[config.mk]
export PLATFORM = sky130hd
export DESIGN_NAME = square_channel_ctrl
export DESIGN_NICKNAME = d
export VERILOG_FILES = /design/src/rtl/sound_pkg.sv /design/src/rtl/frame_sequencer.sv /design/src/rtl/square_channel_ctrl.sv
export SDC_FILE = /design/constraint.sdc
export NUM_CORES = 1
export LEC_CHECK = 0
export CAP_MARGIN = 20
export CORE_AREA = 2 2 123 125
export CTS_CLUSTER_DIAMETER = 50
export DETAILED_ROUTE_END_ITERATION = 10
export DIE_AREA = 0 0 125 127
export SYNTH_ARGS = -nofsm -noshare
export SYNTH_HDL_FRONTEND = slang
export SYNTH_SLANG_ARGS = --single-unit
[constraint.sdc]
create_clock -name I_CLK -period 4 [get_ports I_CLK]
set_clock_uncertainty 0.05 [all_clocks]
set_input_delay 0.8 -clock I_CLK [delete_from_list [all_inputs] [get_ports I_CLK]]
set_output_delay 0.8 -clock I_CLK [all_outputs]
set_load 0.01 [all_outputs]
[src/rtl/sound_pkg.sv]
// Shared sound-unit constants and the sweep arithmetic helper.
// Used by the square channel control stage and the frame sequencer.
package sound_pkg;

    localparam logic [11:0] FREQ_MAX   = 12'd2047;
    localparam logic [6:0]  LENGTH_MAX = 7'd64;

    localparam logic [7:0] LEN_STEPS   = 8'b01010101;
    localparam logic [7:0] SWEEP_STEPS = 8'b01000100;
    localparam logic [7:0] ENV_STEPS   = 8'b10000000;

    // 12-bit result so an overflow past FREQ_MAX is visible to the caller
    function automatic logic [11:0] sweep_calc(
        input logic [10:0] freq,
        input logic [2:0]  shift,
        input logic        negate
    );
        logic [11:0] base;
        logic [11:0] delta;
        base  = {1'b0, freq};
        delta = base >> shift;
        if (negate)
            sweep_calc = base - delta;
        else
            sweep_calc = base + delta;
    endfunction

endpackage

[src/rtl/frame_sequencer.sv]
// 512 Hz frame sequencer: clock divider plus 3-bit step counter.
// One instance can be shared by every channel.
module frame_sequencer
    import sound_pkg::*;
#(
    parameter int CLK_DIV = 8192
) (
    input  logic       clk,
    input  logic       reset,
    output logic       tick,
    output logic [2:0] step
);

    localparam int DW = (CLK_DIV > 1) ? $clog2(CLK_DIV) : 1;
    localparam logic [DW-1:0] DIV_LAST = DW'(CLK_DIV - 1);

    logic [DW-1:0] div;

    assign tick = (div == DIV_LAST);

    always_ff @(posedge clk) begin
        if (reset) begin
            div  <= '0;
            step <= '0;
        end else begin
            div <= tick ? '0 : div + DW'(1);
            if (tick)
                step <= step + 3'd1;
        end
    end

endmodule

[src/rtl/square_channel_ctrl.sv]
// Square channel control stage: length counter, frequency sweep and
// volume envelope feeding the square waveform generator and mixer.
module square_channel_ctrl
    import sound_pkg::*;
#(
    parameter int CLK_DIV = 8192
) (
    input  logic        I_CLK,
    input  logic        I_RESET,
    input  logic        I_TRIGGER,
    input  logic        I_LENGTH_LOAD,
    input  logic [5:0]  I_LENGTH,
    input  logic        I_LENGTH_EN,
    input  logic [1:0]  I_DUTY_CYCLE,
    input  logic [10:0] I_FREQUENCY,
    input  logic [2:0]  I_SWEEP_PERIOD,
    input  logic        I_SWEEP_NEGATE,
    input  logic [2:0]  I_SWEEP_SHIFT,
    input  logic [3:0]  I_ENV_INIT,
    input  logic        I_ENV_DIR,
    input  logic [2:0]  I_ENV_PERIOD,
    output logic [10:0] O_FREQUENCY,
    output logic [1:0]  O_DUTY_CYCLE,
    output logic        O_WAVEFORM_EN,
    output logic [3:0]  O_VOLUME,
    output logic [2:0]  O_FRAME_STEP
);

    logic        tick;
    logic [2:0]  step;
    logic [6:0]  len_cnt;
    logic [10:0] shadow;
    logic [3:0]  sweep_timer;
    logic        sweep_en;
    logic [3:0]  vol;
    logic [2:0]  env_timer;
    logic        env_active;
    logic        enable;
    logic [1:0]  duty;

    frame_sequencer #(
        .CLK_DIV (CLK_DIV)
    ) u_frame_seq (
        .clk   (I_CLK),
        .reset (I_RESET),
        .tick  (tick),
        .step  (step)
    );

    logic len_tick, sweep_tick, env_tick;
    assign len_tick   = tick & LEN_STEPS[step];
    assign sweep_tick = tick & SWEEP_STEPS[step];
    assign env_tick   = tick & ENV_STEPS[step];

    logic dac_en;
    assign dac_en = (I_ENV_INIT != 4'd0) | I_ENV_DIR;

    // Length: a same-cycle load is seen by the trigger's zero test
    logic [6:0] load_val, len_base;
    logic       len_dec, len_expire;
    assign load_val   = LENGTH_MAX - {1'b0, I_LENGTH};
    assign len_base   = I_LENGTH_LOAD ? load_val : len_cnt;
    assign len_dec    = len_tick & I_LENGTH_EN & (len_cnt != 7'd0);
    assign len_expire = len_dec & (len_cnt == 7'd1)
                      & ~I_LENGTH_LOAD & ~I_TRIGGER;

    always_ff @(posedge I_CLK) begin
        if (I_RESET)
            len_cnt <= '0;
        else if (I_LENGTH_LOAD || I_TRIGGER) begin
            if (I_TRIGGER && len_base == 7'd0)
                len_cnt <= LENGTH_MAX;
            else
                len_cnt <= len_base;
        end else if (len_dec)
            len_cnt <= len_cnt - 7'd1;
    end

    logic [3:0]  period_eff;
    logic [11:0] trig_calc, sw_calc;
    logic        trig_ovf, sw_reload, sw_fire, sweep_ovf;
    assign period_eff = (I_SWEEP_PERIOD == 3'd0) ? 4'd8
                                                 : {1'b0, I_SWEEP_PERIOD};
    assign trig_calc  = sweep_calc(I_FREQUENCY, I_SWEEP_SHIFT, I_SWEEP_NEGATE);
    assign sw_calc    = sweep_calc(shadow, I_SWEEP_SHIFT, I_SWEEP_NEGATE);
    assign trig_ovf   = (I_SWEEP_SHIFT != 3'd0) & (trig_calc > FREQ_MAX);
    assign sw_reload  = sweep_tick & (sweep_timer <= 4'd1);
    assign sw_fire    = sw_reload & sweep_en & (I_SWEEP_PERIOD != 3'd0);
    assign sweep_ovf  = sw_fire & (sw_calc > FREQ_MAX) & ~I_TRIGGER;

    always_ff @(posedge I_CLK) begin
        if (I_RESET) begin
            shadow      <= '0;
            sweep_timer <= '0;
            sweep_en    <= 1'b0;
        end else if (I_TRIGGER) begin
            shadow      <= I_FREQUENCY;
            sweep_timer <= period_eff;
            sweep_en    <= (I_SWEEP_PERIOD != 3'd0) | (I_SWEEP_SHIFT != 3'd0);
        end else begin
            if (!sweep_en)
                shadow <= I_FREQUENCY;
            if (sw_reload) begin
                sweep_timer <= period_eff;
                if (sw_fire && !(sw_calc > FREQ_MAX) && I_SWEEP_SHIFT != 3'd0)
                    shadow <= sw_calc[10:0];
            end else if (sweep_tick)
                sweep_timer <= sweep_timer - 4'd1;
        end
    end

    // Envelope stops for good once it reaches either rail
    logic [3:0] vol_next;
    logic       at_limit;
    assign vol_next = I_ENV_DIR ? vol + 4'd1 : vol - 4'd1;
    assign at_limit = I_ENV_DIR ? (vol == 4'd15) : (vol == 4'd0);

    always_ff @(posedge I_CLK) begin
        if (I_RESET) begin
            vol        <= '0;
            env_timer  <= '0;
            env_active <= 1'b0;
        end else if (I_TRIGGER) begin
            vol        <= I_ENV_INIT;
            env_timer  <= I_ENV_PERIOD;
            env_active <= 1'b1;
        end else if (env_tick && I_ENV_PERIOD != 3'd0) begin
            if (env_timer <= 3'd1) begin
                env_timer <= I_ENV_PERIOD;
                if (env_active) begin
                    if (at_limit)
                        env_active <= 1'b0;
                    else begin
                        vol <= vol_next;
                        if (vol_next == 4'd15 || vol_next == 4'd0)
                            env_active <= 1'b0;
                    end
                end
            end else
                env_timer <= env_timer - 3'd1;
        end
    end

    always_ff @(posedge I_CLK) begin
        if (I_RESET) begin
            enable <= 1'b0;
            duty   <= '0;
        end else begin
            duty <= I_DUTY_CYCLE;
            if (!dac_en)
                enable <= 1'b0;
            else if (I_TRIGGER)
                enable <= ~trig_ovf;
            else if (len_expire || sweep_ovf)
                enable <= 1'b0;
        end
    end

    assign O_FREQUENCY   = shadow;
    assign O_DUTY_CYCLE  = duty;
    assign O_WAVEFORM_EN = enable;
    assign O_VOLUME      = vol;
    assign O_FRAME_STEP  = step;

endmodule
==> metrics <==
gr usage total=0.193; Die W=125 um; leakage power=2.89 nW; ratio of cells with drive above 1 in the final layout=0.287; TritonCTS clock tree=done; crit start category=input port; Main synth FF type=dfxtp_1; post-route clock period utilization=1.00; die area=0.0159 mm^2; ant diodes=0; pwr dens=291 mW/mm^2; clock tree root driver cell=clkbuf_16; Post-Syn Area per Cell=7.96 um^2; placement row count=44; Final Hold Fails=0; I/O Pins=60; Via density=5.44; Total Power=2.07 mW; CP endpoint=O_FREQUENCY[1]; Starting DRT DRC Count=349; Antenna Nets Post-Route=0; Mapped Nets=704; RSZ-0062 raised after global routing=true; Final WS setup=-17.4 ps; crit path max fanout=7; Clock Tree Buf Depth=2; first-pass GRT wire length=25.7 mm; final WL=15.8 mm; setup violators final=3; gr ovfl total=0; Seq/Total Area, Yosys=0.213; initial antenna violation count=0; number of global-route vias before repair=5376; pin count of the biggest net entering global routing=24; fmax=249 MHz; failing checks=negative setup slack; starting density of the core=0.345; Fin Setup TNS=-38.9 ps; Reg clk slew, reported paths=70 ps; outcome=finished, violations left; Yosys cell types=70; nets=855; Slew Viols, Final=0; critical path data arrival time=4190 ps; Hold Path Class=reg2reg; Placer Congestion=0.893; YS warnings=0; area of the core=0.0144 mm^2; max capacitance violation total=0; minimum clock period after layout=4020 ps; Die Ht=127 um; Port Buf Inserts=59; synthesized instance count=625; H-tree levels=2; r2r setup slk=280 ps; WL/cell=16.5 um; area growth from synthesis to layout=42.5%; kind of critical path=in2reg; Synth Cell Area=0.00497 mm^2; R2R cell count=14; CP Launch Point=I_SWEEP_SHIFT[0]; Slew @ Worst Pin=760 ps; post-synth top area share=0.213; CTS buffer count=5; TritonCTS sink count=53; most frequent cells in the layout=109 x buf_4, 89 x nor2_1, 53 x dfxtp_1; R2R Path Start=O_FREQUENCY[4]; synth top area cells=dfxtp_1 21%, ha_1 9.6%, nor2_1 6.9%; Peak supply drop=0.219 mV; Skew-Pair Late Insertion Delay=290 ps; hpwl dp=11.9 mm; worst reg2reg path endpoint=O_FREQUENCY[1]; commonest non-fill, non-tap cell in the layout=buf_4; number of synthesized flops with an enable pin=0; register bit total from synthesis=53; Setup crit end kind=register; DR pass1 iterations=5; fraction of registers with async set/reset=0; area leader, netlist=dfxtp_1; DR vias=5230; relative slew slack=0.488; CP required=4170 ps; DRC=0
==> worst min-delay path by stage <==
stage	from	to	slack, ps	depth (start not counted)
floorplan	u_frame_seq.div[0]	u_frame_seq.div[0]	380	1
CTS	u_frame_seq.div[0]	u_frame_seq.div[0]	420	1
finish	u_frame_seq.div[0]	u_frame_seq.div[0]	410	1
global route	u_frame_seq.div[0]	u_frame_seq.div[0]	440	1
detailed placement	u_frame_seq.div[0]	u_frame_seq.div[0]	400	1
global placement	u_frame_seq.div[0]	u_frame_seq.div[0]	390	1
==> critical path: stages <==
cell,delay (ps)
buf_8,100
buf_8,130
nor2b_4,170
a21oi_4,60
mux4_2,520
buf_6,150
a31oi_2,180
xor2_1,230
ha_2,340
o21a_1,110
o31a_1,130
o211ai_1,260
o21ai_2,140
xnor2_2,210
or4_4,500
a31oi_1,140
==> sequential cells by signal, summed over array words and instances (netlist names), named ones only <==
register,count
O_FREQUENCY,11
u_frame_seq.step,3
u_frame_seq.div,13
env_active,1
sweep_en,1
O_DUTY_CYCLE,2
sweep_timer,4
O_WAVEFORM_EN,1
len_cnt,7
env_timer,3
O_VOLUME,4
==> layer usage <==
metal / global-route usage / wire length [um]
met1: 0.245 / 6970
met2: 0.354 / 7950
met3: 0.0209 / 701
met4: 0.0399 / 197
met5: 0 / 0
==> synthesized netlist by cell type (6+ instances only) <==
library cell	count
a31oi_1	8
o21ai_0	24
nand4_1	9
xor2_1	20
nor2b_1	14
mux2_2	10
nor3_1	17
mux2i_1	22
dfxtp_1	53
inv_1	28
clkbuf_1	19
a21o_1	10
xnor2_1	24
nor4_1	7
nor2_1	91
mux4_2	11
nand2b_1	7
a21oi_1	43
or3_1	7
ha_1	38
a211oi_1	12
nand2_1	40
or2_2	6
nand3_1	12
==> cell families (layout without fill, tap and decap cells) <==
family	after synthesis	count (layout)	share of synthesized area
simple gates	242	242	0.244
compound gates	141	141	0.189
flops	53	53	0.213
fa+ha+maj	40	40	0.104
xor+xnor	45	45	0.0807
mux	43	43	0.117
buf+inv	61	213	0.0526
==> cell type report <==
| class | instances | area [um^2] |
|---|---|---|
| Fill cell | 1357 | 7330 |
| Clock inverter | 1 | 30.0 |
| Multi-Input combinational cell | 511 | 4030 |
| Tap cell | 184 | 230 |
| Inverter | 31 | 124 |
| Sequential cell | 53 | 1060 |
| Clock buffer | 7 | 143 |
| Timing Repair Buffer | 174 | 1480 |
==> where the power goes <==
part	internal, mW	switching [mW]	total, mW	leakage [nW]
Combinational	0.494	0.469	0.963	2.37
Clock	0.313	0.192	0.506	0.0841
Sequential	0.558	0.0393	0.597	0.436
==> through the flow <==
stage	cell area (um^2)	std cells	util	setup slack, ps	hold WS [ps]
detailed placement	6540	942	0.454	-846	404
finish	7090	961	0.492	-17.4	415
CTS	6890	960	0.478	12.5	420
global placement	6540	942	0.454	-831	395
floorplan	5110	625	-	-168	380
global route	7090	961	0.492	-143	441
==> timing repair <==
action / in CTS / in global routing
hold buffers: 0 / 0
gates cloned: 1 / 0
gates resized for setup: 52 / 37
setup buffers: 9 / 2
pin swaps: 31 / 25
hold endpoints to repair: 0 / 0
setup endpoints to repair: 12 / 12
Power figures use the tool's default switching activity.
